$ cat config.mk
export PLATFORM = sky130hd
export DESIGN_NAME = servo_slew_ctrl
export DESIGN_NICKNAME = d
export VERILOG_FILES = /design/src/rtl/servo_slew_ctrl.sv
export SDC_FILE = /design/constraint.sdc
export NUM_CORES = 1
export LEC_CHECK = 0
export ABC_AREA = 0
export BUFFER_PORTS_ARGS = -buffer_cell sky130_fd_sc_hd__buf_2
export CORE_UTILIZATION = 50
export CTS_BUF_LIST = sky130_fd_sc_hd__clkbuf_4
export CTS_CLUSTER_DIAMETER = 60
export DETAILED_ROUTE_END_ITERATION = 7
export GPL_TIMING_DRIVEN = 0
export PLACE_DENSITY = 0.68
export SYNTH_ARGS = -nofsm -noshare
export SYNTH_HDL_FRONTEND = slang
export SYNTH_SLANG_ARGS = --single-unit
$ cat constraint.sdc
create_clock -name clk -period 5.85 [get_ports clk]
set_clock_uncertainty 0.05 [all_clocks]
set_input_delay 1.755 -clock clk [delete_from_list [all_inputs] [get_ports clk]]
set_output_delay 1.755 -clock clk [all_outputs]
set_load 0.005 [all_outputs]
$ cat src/rtl/servo_slew_ctrl.sv
// Slew-rate limited position command stage feeding the servo PWM duty input.
// Optional input debounce is enabled by defining SERVO_SLEW_DEBOUNCE_EN.
module servo_slew_ctrl #(
    parameter int STEP_TICKS   = 50000,
    parameter int STEP_SIZE    = 4,
    parameter int STABLE_TICKS = 500000,
    parameter int POS_INIT     = 512
) (
    input  logic       clk,
    input  logic       rst_a,
    input  logic [9:0] target,
    input  logic       hold,
    output logic [9:0] pos,
    output logic       pos_upd,
    output logic       busy,
    output logic       at_target
);

    localparam int             PW         = (STEP_TICKS > 1) ? $clog2(STEP_TICKS) : 1;
    localparam logic [PW-1:0]  PRESC_LAST = PW'(STEP_TICKS - 1);
    localparam logic [10:0]    STEP11     = 11'(STEP_SIZE);
    localparam logic [9:0]     INIT10     = 10'(POS_INIT);

    if (STEP_TICKS < 1 || STEP_SIZE < 1 || STEP_SIZE > 1023 || STABLE_TICKS < 1) begin : g_param_err
        $error("servo_slew_ctrl: parameter out of range");
    end

    typedef enum logic [1:0] {
        IDLE    = 2'd0,
        RAMP_UP = 2'd1,
        RAMP_DN = 2'd2
    } state_t;

    logic [9:0]    sync_p0;
    logic [9:0]    tsync;
    logic [9:0]    target_q;
    logic [PW-1:0] presc;
    state_t        state;
    state_t        state_nxt;

    // Up step, saturating at the accepted command (11-bit sum cannot wrap).
    function automatic logic [9:0] step_up(input logic [9:0] cur, input logic [9:0] lim);
        logic [10:0] sum;
        sum = {1'b0, cur} + STEP11;
        return (sum > {1'b0, lim}) ? lim : sum[9:0];
    endfunction

    // Down step, saturating at the accepted command and never borrowing below 0.
    function automatic logic [9:0] step_dn(input logic [9:0] cur, input logic [9:0] lim);
        logic [10:0] diff;
        diff = {1'b0, cur} - STEP11;
        return (({1'b0, cur} < STEP11) || (diff[9:0] < lim)) ? lim : diff[9:0];
    endfunction

    // Stage p0: two-flop synchronizer on the raw command bus
    always_ff @(posedge clk or posedge rst_a) begin
        if (rst_a) begin
            sync_p0 <= INIT10;
            tsync   <= INIT10;
        end else begin
            sync_p0 <= target;
            tsync   <= sync_p0;
        end
    end

`ifdef SERVO_SLEW_DEBOUNCE_EN
    localparam int            DW          = ($clog2(STABLE_TICKS) > 20) ? $clog2(STABLE_TICKS) : 20;
    localparam logic [DW-1:0] STABLE_LAST = DW'(STABLE_TICKS - 1);

    logic [9:0]    tsync_prev;
    logic [DW-1:0] stable_cnt;

    // Stage p1: accept the command only after it has been steady long enough
    always_ff @(posedge clk or posedge rst_a) begin
        if (rst_a) begin
            tsync_prev <= INIT10;
            stable_cnt <= '0;
            target_q   <= INIT10;
        end else begin
            tsync_prev <= tsync;
            if (tsync != tsync_prev) begin
                stable_cnt <= '0;
            end else if (stable_cnt != STABLE_LAST) begin
                stable_cnt <= stable_cnt + DW'(1);
            end else begin
                target_q <= tsync;
            end
        end
    end
`else
    // Stage p1: accepted command follows the synchronized input directly
    always_ff @(posedge clk or posedge rst_a) begin
        if (rst_a) begin
            target_q <= INIT10;
        end else begin
            target_q <= tsync;
        end
    end
`endif

    always_comb begin
        state_nxt = IDLE;
        if (pos < target_q) begin
            state_nxt = RAMP_UP;
        end else if (pos > target_q) begin
            state_nxt = RAMP_DN;
        end
    end

    // Stage p2: ramp state machine, prescaler and registered outputs
    always_ff @(posedge clk or posedge rst_a) begin
        if (rst_a) begin
            state     <= IDLE;
            presc     <= '0;
            pos       <= INIT10;
            pos_upd   <= 1'b0;
            busy      <= 1'b0;
            at_target <= 1'b1;
        end else begin
            state     <= state_nxt;
            busy      <= (state_nxt != IDLE);
            at_target <= (pos == target_q);
            pos_upd   <= 1'b0;
            if (state == IDLE) begin
                if (state_nxt != IDLE) begin
                    presc <= '0;
                end
            end else if (state_nxt != IDLE && !hold) begin
                // Direction comes from the live compare so a mid-ramp reversal never overshoots.
                if (presc == PRESC_LAST) begin
                    presc   <= '0;
                    pos_upd <= 1'b1;
                    pos     <= (state_nxt == RAMP_UP) ? step_up(pos, target_q)
                                                      : step_dn(pos, target_q);
                end else begin
                    presc <= presc + PW'(1);
                end
            end
        end
    end

endmodule

# Yosys cells after proc, flatten, opt, wreduce, memory -nomap -nowiden
# Index checks and enable logic that the tools add are counted.
# op_classes
n_addsub	3
n_reduce_logical	8
eq_ne	4
n_lt_le_gt_ge	5
n_bitwise	1
mux	12
# ops
op	count
2-to-1 mux 16 bit	4
2-to-1 mux 10 bit	3
< comparator 10 bit	2
adder 16 x 1 -> 16 bit, second input constant	1
== test 16 bit, second input constant	1
adder 10 x 3 -> 11 bit, second input constant	1
greater-than comparator 11 x 10 -> 1 bit	1
== test 10 bit	1
greater-than comparator 10 bit	1
< comparator 10 x 3 -> 1 bit, second input constant	1
subtractor 10 x 3 -> 10 bit, second input constant	1
2-to-1 mux 2 bit	2
nonzero test 2 bit	2
2-to-1 mux 1 bit	3
AND reduction 3 bit	1
== test 2 x 1 -> 1 bit, second input constant	1
logical NOT 2 bit	1
!= test 2 bit, second input constant	1
AND reduction 2 bit	1
logical AND 1 bit	1
logical NOT 1 bit	1
logical OR 1 bit	1
inverter 1 bit	1
# totals
inputBits	13
out_inout_bits	13
ff_bits	61

# Depth between registers and ports, before layout
# Gate-level depths: netlist (run 1).
# logic_depth
depth_word	7
ltp_mapped	14

# Worst setup path before layout (run 1)
# OpenSTA, ideal clock, no wires.
# synth_path
path_type	register to register
start	register pos[4]
end	register pos[2]
t_required_ns	5.674
path_buffers	1
synth_period_minus_slack_ns	3.133
setup_time_ns	0.126
path_stages_with_launch	12
arrival_time_ns	2.956
setup_slack_ns	2.717
cell_sequence	dfrtp_1 > buf_6 > or4_4 > nor4_1 > xor2_1 > ha_1 > and3_1 > a31o_2 > o21ai_4 > nor2_4 > o211a_1 > a311o_1
# synth_via
elab_chain_len	6
elab_cells_between_ends	17
# synth_rtl
element	line	rtl
start: declaration	13	output logic [9:0] pos,
start signal: assignment	133	pos <= (state_nxt == RAMP_UP) ? step_up(pos, target_q)
parallel branches: the longest is 6 deep, another holds subtractor 10 x 3 -> 10 bit	n/a	
# Several ways; the timed one is not identified.
# A chain may end at the register's enable or synchronous reset.

# Worst setup path after layout (run 1)
# layout_path
start	register pos[2]
end	register pos[3]
# The elaborated chain is that of the path after synthesis.

==> summary.txt, run 1 <==
CRITICAL PATH
-------------------------------------------------------------------------------------------------
Internal reg-to-reg setup slack ....................................................      2240 ps
Element type at the critical path end ..............................................     register
Critical-path maximum fanout .......................................................           10
Worst Path Class, Setup ............................................................ register to register
Data required time of the worst path ...............................................      6110 ps
Arrival time reported for the critical path endpoint ...............................      3880 ps
Kind of start point of the critical path ...........................................     register

PWR
-------------------------------------------------------------------------------------------------
Static power due to leakage ........................................................   0.00170 µW
Max rail drop VDD ..................................................................     0.179 mV
Total power of the final layout ....................................................       949 µW
Pwr dens ...........................................................................   260 nW/µm²

FLOORPLANNING
-------------------------------------------------------------------------------------------------
Initial cell density of the core ...................................................        0.515
Number of rows in the core area ....................................................           29
Die W ..............................................................................      82.7 µm
Core area ..........................................................................     6310 µm²
Area of the die ....................................................................     6830 µm²
Number of top-level design ports ...................................................           26
Die height .........................................................................      82.7 µm

ROUTING
-------------------------------------------------------------------------------------------------
Detailed Route Iter0 Violations ....................................................          159
Detailed-route vias per instance ...................................................         5.74
Number of nets with antenna violations after routing ...............................            0
Routed length per instance .........................................................      15.8 µm
Drt first pass iters ...............................................................            4
Detailed Route WL ..................................................................      6990 µm
Post-detailed-route DRC marker count ...............................................            0
Vias after detailed routing ........................................................         2549

CELLS AND AREA
-------------------------------------------------------------------------------------------------
Area Growth Syn to Fin .............................................................        12.3%
Layout cells sized above 1 .........................................................        0.166
Fraction of the core area covered by cells at the end of the flow ..................        0.578
# diodes ...........................................................................            0
Final-layout fill cell count .......................................................          585
Count of nets after finishing ......................................................          403

MIN PATH
-------------------------------------------------------------------------------------------------
Min-delay worst type ............................................................... register to register

TIMING
-------------------------------------------------------------------------------------------------
Final critical-path share of the clock period ......................................        0.617
Max-slew headroom ..................................................................        0.452
Fmax achieved ......................................................................      277 MHz
Post-layout minimum cycle time .....................................................      3610 ps
Final hold slack ...................................................................       301 ps
Final number of setup-violating endpoints ..........................................            0
Unrepaired setup endpoints after global routing ....................................        false
Number of slew-limit violations in the final report ................................            0
Actual slew at the worst max-slew pin ..............................................       819 ps
Post-Route Setup TNS ...............................................................         0 ps
Hold Vio Cnt, Final ................................................................            0

SYNTHESIS
-------------------------------------------------------------------------------------------------
Number of distinct library cell variants in the gate-level netlist after synthesis .           57
Area contributors post-synth ....................................................... dfrtp_1, ha_1, o21ai_0
Yosys Warn Count ...................................................................            0
Library cell occupying the most area in the post-synthesis netlist .................      dfrtp_1
Synthesized flop and latch total ...................................................           61
Proportion of synthesized chip area in sequential cells ............................        0.471
Number of enable-type register cells in the synthesized netlist ....................            0
Syn Area/Cell ......................................................................     10.0 µm²
Async set-reset flop share out of synthesis ........................................         1.00
Post-synthesis instance area .......................................................     3250 µm²
Share of the synthesized area in the top cell type .................................        0.431
Top_reg_cell synth .................................................................      dfrtp_1
Synthesized netlist net count ......................................................          366
Post-Synthesis Cells ...............................................................          325

GRT
-------------------------------------------------------------------------------------------------
Via count of the first global-routing pass .........................................         2395
Residual overflow from global routing ..............................................            0
GRT Util Overall ...................................................................        0.232
Pin count of the biggest net entering global routing ...............................           42
Initial antenna violation count ....................................................            0
Wire length of the first global-routing pass .......................................     11600 µm

RUN STATUS
-------------------------------------------------------------------------------------------------
Result of the run .................................................................. finished clean

CLOCK TREE
-------------------------------------------------------------------------------------------------
TritonCTS clock tree ...............................................................          yes
CTS Sinks ..........................................................................           61
Resized cells post-CTS .............................................................            0
Cts-stage hold buffer count ........................................................            0
Number of buffers inserted to repair setup after CTS ...............................            0
Root Buffer Master .................................................................     clkbuf_4
Clock insertion delay at the later pin of the skew report ..........................       400 ps
Number of levels in the clock H-tree ...............................................            3
Worst-case clock buffer depth ......................................................            2
CTS Buf Count ......................................................................            9
Clock slew seen by the registers of the worst setup and hold paths .................       100 ps

PLACEMENT
-------------------------------------------------------------------------------------------------
Routability congestion estimate ....................................................        0.928
Quantity of I/O buffers inserted on ports ..........................................           25
Half-perimeter wire length of the detailed placement result ........................      4980 µm

JOB
-------------------------------------------------------------------------------------------------
Max Cap Violations .................................................................            0

layout make-up:
class                   count  area, µm²  share of cell area
clock buffers               9       67.6              0.0185
well taps                  77       96.3              0.0264
repair buffers             26        145              0.0397
plain buffers              12       63.8              0.0175
flip-flops and latches     61       1530               0.420
multi-input cells         230       1570               0.431
clock inverters             7       90.1              0.0247
inverters                  22       82.6              0.0226
registers in the layout, summed over array words and instances, names as in the netlist:
| signal | count |
|---|---|
| presc | 16 |
| pos | 10 |
| sync_p0 | 10 |
| target_q | 10 |
| tsync | 10 |
| state | 2 |
| at_target | 1 |
| busy | 1 |
| pos_upd | 1 |
synth_stat cells (2+ instances only):
cell type  number
a211oi_1        3
a21oi_1        15
a221oi_1        5
a22oi_1         5
a31oi_1         4
and2_1          2
and3_1          9
buf_2           3
buf_4           2
clkbuf_1        6
dfrtp_1        56
dfstp_2         5
ha_1           28
inv_1          21
mux2_1          2
mux2i_1         2
nand2_1        23
nand2b_1        2
nand3_1        11
nand3b_1        2
nand4_1         7
nor2_1         26
nor3_1          7
nor4b_1         2
o211ai_1        2
o21ai_0        31
o31ai_1         2
or3_1           2
or4_4           2
xnor2_1         6
xor2_1          6
through the flow:
| stage | std cells | area [µm²] | worst slack, ps |
|---|---|---|---|
| after floorplan | 325 | 3250 | 2540 |
| after global placement | 427 | 3470 | 1840 |
| after detailed placement | 428 | 3490 | 2350 |
| after CTS | 444 | 3650 | 2250 |
| after global routing | 444 | 3650 | 2010 |
| final | 444 | 3650 | 2240 |
worst max-delay path: stages (launching register included):
cell and delay [ps]:
dfrtp_1 520, inv_1 200, ha_1 300, nand2_1 100, xnor2_1 170, ha_1 350
nand2_1 60, a2111oi_0 640, o21a_1 260, o21ai_4 100, and2_0 140, buf_2 170
a221o_1 300, mux2i_1 170
power breakdown:
part           switching [µW]  internal, µW  leakage [µW]  total [µW]
clock network             156           171     0.0000833         327
logic                    96.4          56.6      0.000876         153
registers                21.0           448      0.000739         469
metal layers:
| metal | GRT usage | routed length [µm] | vias to the layer above |
|---|---|---|---|
| met2 | 0.338 | 3070 | 66 |
| met5 | 0 | 0 | - |
| met3 | 0.0626 | 333 | 5 |
| li1 | - | - | 1247 |
| met1 | 0.334 | 3540 | 1231 |
| met4 | 0.0759 | 54 | 0 |
path summary, 6_finish.rpt:
check | startpoint | endpoint | cells past startpoint
max | pos[2]$_DFFE_PP0P_ | pos[3]$_DFFE_PP0P_ | 13
min | tsync[5]$_DFF_PP0_ | target_q[5]$_DFF_PP0_ | 0
max reg2reg | pos[2]$_DFFE_PP0P_ | pos[3]$_DFFE_PP0P_ | 13
min reg2reg | tsync[5]$_DFF_PP0_ | target_q[5]$_DFF_PP0_ | 0
max in group asynchronous | rst_a | tsync[9]$_DFF_PP1_ | 3
min in group asynchronous | rst_a | presc[0]$_DFFE_PP0P_ | 2
cells by family after synthesis:
kind of cell	Yosys count	share of synthesized area
compound gates	81	0.160
buf+inv	34	0.0450
mux	4	0.0131
simple gates	105	0.171
fa+ha+maj	28	0.108
xor+xnor	12	0.0323
flops	61	0.471
cell usage in the layout, fill, tap and decap left out, types with 9 or more instances in the layout:
cell	netlist	layout
a21oi_1	15	15
nand2_1	23	23
and3_1	9	9
inv_1	21	20
buf_2	3	28
nand3_1	11	11
clkbuf_4	0	9
dfrtp_1	56	56
o21ai_0	31	31
nor2_1	26	26
ha_1	28	28
No activity file was read; power rests on OpenSTA's default activity.
==> run 2: changes to the inputs <==
==> constraint.sdc (replaced) <==
create_clock -name clk -period 3.4 [get_ports clk]
set_clock_uncertainty 0.05 [all_clocks]
set_input_delay 1.02 -clock clk [delete_from_list [all_inputs] [get_ports clk]]
set_output_delay 1.02 -clock clk [all_outputs]
set_load 0.005 [all_outputs]
==> summary.txt, run 2 (synthesized netlist as in run 1, its figures left out) <==
CELLS AND AREA
----------------------------------------------------------------------------------
Area Growth Syn to Fin ..............................................        14.8%   was 12.3%
Count of nets after finishing .......................................          406   was 403
Most frequent cells in the layout ................................... dfrtp_1, o21ai_0, buf_2, ha_1, nor2_1   unchanged
Fraction of the core area covered by cells at the end of the flow ...        0.591   was 0.578
Layout cells sized above 1 ..........................................        0.197   was 0.166
Most common cell after layout, fill and taps aside ..................      dfrtp_1   unchanged
Largest Register ....................................................        presc   unchanged
# diodes ............................................................            0   unchanged
Flip-flop count of the largest register, all copies and words added .           16   unchanged

ROUTING
----------------------------------------------------------------------------------
Detailed Route WL ...................................................      7050 µm   was 6990 µm
Number of nets with antenna violations after routing ................            0   unchanged
Post-detailed-route DRC marker count ................................            0   unchanged
Vias after detailed routing .........................................         2548   was 2549
Detailed Route Iter0 Violations .....................................          159   unchanged
Routed length per instance ..........................................      15.8 µm   about the same
Detailed-route vias per instance ....................................         5.70   was 5.74
Drt first pass iters ................................................            4   unchanged

CRITICAL PATH
----------------------------------------------------------------------------------
Critical-path maximum fanout ........................................            8   was 10
Kind of start point of the critical path ............................     register   unchanged
Data required time of the worst path ................................      3640 ps   was 6110 ps
Cells along the critical path ....................................... buf_2 -> or4_4 -> nor4_4 -> xor2_1 -> ha_1 -> and3_1 -> a31o_2 -> o21ai_4 -> nor2_4 -> o211a_1 -> a311o_1   was inv_1 -> ha_1 -> nand2_1 -> xnor2_1 -> ha_1 -> nand2_1 -> a2111oi_0 -> o21a_1 -> o21ai_4 -> and2_0 -> buf_2 -> a221o_1 -> mux2i_1
Worst Path Class, Setup ............................................. register to register   unchanged
Delay of the slowest cell on the worst path .........................       560 ps   was 640 ps
Arrival time reported for the critical path endpoint ................      3560 ps   was 3880 ps
Worst path slowest cell .............................................        or4_4   was a2111oi_0
Element type at the critical path end ...............................     register   unchanged

CLOCK TREE
----------------------------------------------------------------------------------
Worst-case clock buffer depth .......................................            2   unchanged
CTS Buf Count .......................................................            9   unchanged
Clock slew seen by the registers of the worst setup and hold paths ..       100 ps   about the same
Clock insertion delay at the later pin of the skew report ...........       410 ps   was 400 ps
Cts-stage hold buffer count .........................................            0   unchanged
TritonCTS clock tree ................................................          yes   unchanged
Number of levels in the clock H-tree ................................            3   unchanged
Root Buffer Master ..................................................     clkbuf_4   unchanged
CTS Sinks ...........................................................           61   unchanged

FLOORPLANNING
----------------------------------------------------------------------------------
Die height ..........................................................      82.7 µm   unchanged
Initial cell density of the core ....................................        0.515   unchanged
Number of rows in the core area .....................................           29   unchanged
Number of top-level design ports ....................................           26   unchanged
Area of the die .....................................................     6830 µm²   unchanged
Die W ...............................................................      82.7 µm   unchanged
Core area ...........................................................     6310 µm²   unchanged

GRT
----------------------------------------------------------------------------------
Met2 capacity usage during global routing ...........................        0.339   was 0.338
Grt met3 use ........................................................       0.0626   unchanged
Initial antenna violation count .....................................            0   unchanged
Wire length of the first global-routing pass ........................     11600 µm   about the same
Grt met1 use ........................................................        0.333   was 0.334
Via count of the first global-routing pass ..........................         2395   unchanged
GRT Util Overall ....................................................        0.232   unchanged
Global routing's busiest layer ......................................         met2   unchanged
Pin count of the biggest net entering global routing ................           42   unchanged
Residual overflow from global routing ...............................            0   unchanged

TIMING
----------------------------------------------------------------------------------
Number of slew-limit violations in the final report .................            0   unchanged
Max-slew headroom ...................................................        0.634   was 0.452
Final number of setup-violating endpoints ...........................            0   unchanged
Post-layout minimum cycle time ......................................      3320 ps   was 3610 ps
Slack of the critical path ..........................................      84.8 ps   was 2240 ps
Actual slew at the worst max-slew pin ...............................       550 ps   was 819 ps
Hold Vio Cnt, Final .................................................            0   unchanged
Final critical-path share of the clock period .......................        0.975   was 0.617
Fmax achieved .......................................................      302 MHz   was 277 MHz
Final hold slack ....................................................       301 ps   about the same
Unrepaired setup endpoints after global routing .....................         true   was false

PLACEMENT
----------------------------------------------------------------------------------
Setup Slack @ Placement .............................................      -103 ps   was 2350 ps
Quantity of I/O buffers inserted on ports ...........................           25   unchanged
Half-perimeter wire length of the detailed placement result .........      4980 µm   unchanged
Routability congestion estimate .....................................        0.928   unchanged

PWR
----------------------------------------------------------------------------------
Pwr dens ............................................................   441 nW/µm²   was 260 nW/µm²
Max rail drop VDD ...................................................     0.309 mV   was 0.179 mV
Static power due to leakage .........................................   0.00172 µW   was 0.00170 µW

RUN STATUS
----------------------------------------------------------------------------------
Result of the run ................................................... finished clean   unchanged

JOB
----------------------------------------------------------------------------------
Max Cap Violations ..................................................            0   unchanged

MIN PATH
----------------------------------------------------------------------------------
Min-delay worst type ................................................ register to register   unchanged

run 2: through the flow:
stage               setup TNS [ps]  total power (µW)  area [µm²]  cells
finish                           0              1650        3730    447
CTS                              0              1650        3660    444
detailed placement            -267              1080        3490    428
global route                  -132              1740        3730    447
floorplan                        0               999        3250    325
global placement              -170              1070        3470    427
run 2: metal layers:
| metal | wire length (µm) | up-vias |
|---|---|---|
| li1 | - | 1255 |
| met1 | 3440 | 1215 |
| met2 | 3090 | 70 |
| met3 | 438 | 8 |
| met4 | 81 | 0 |
| met5 | 0 | - |
run 2: final cells by class:
cell class / instances / area, µm²
well taps: 77 / 96.3
clock inverters: 7 / 90.1
repair buffers: 30 / 175
flip-flops and latches: 61 / 1540
inverters: 22 / 82.6
multi-input cells: 230 / 1620
plain buffers: 11 / 63.8
clock buffers: 9 / 67.6
fillers: 568 / 2580
run 2: final timing paths:
check | startpoint | end | slack (ps) | cells after the start
max | pos[5]$_DFFE_PP0P_ | pos[2]$_DFFE_PP0P_ | 80 | 11
min | sync_p0[7]$_DFF_PP0_ | tsync[7]$_DFF_PP0_ | 300 | 0
max reg2reg | pos[5]$_DFFE_PP0P_ | pos[2]$_DFFE_PP0P_ | 80 | 11
min reg2reg | sync_p0[7]$_DFF_PP0_ | tsync[7]$_DFF_PP0_ | 300 | 0
max in group asynchronous | rst_a | tsync[9]$_DFF_PP1_ | 2100 | 3
min in group asynchronous | rst_a | presc[0]$_DFFE_PP0P_ | 560 | 2
run 2: power breakdown:
group | switching [µW] | internal (µW)
registers | 37.6 | 771
logic | 170 | 104
clock network | 271 | 294
run 2: critical path, delay by kind of cell (launching register included):
kind                       cells  cell delay (ps)
buffers and inverters          1              180
xor gates and xnor gates       1              240
and+or+nand+nor                4             1010
DFF                            1              400
AOI/OAI and AO/OA              4             1030
adders and majority gates      1              290
run 2: what timing repair did:
item / CTS / global route
setup endpoints to repair: 8 / 18
pin swaps: 0 / 6
buffers inserted: 0 / 4
gates resized for setup: 3 / 12
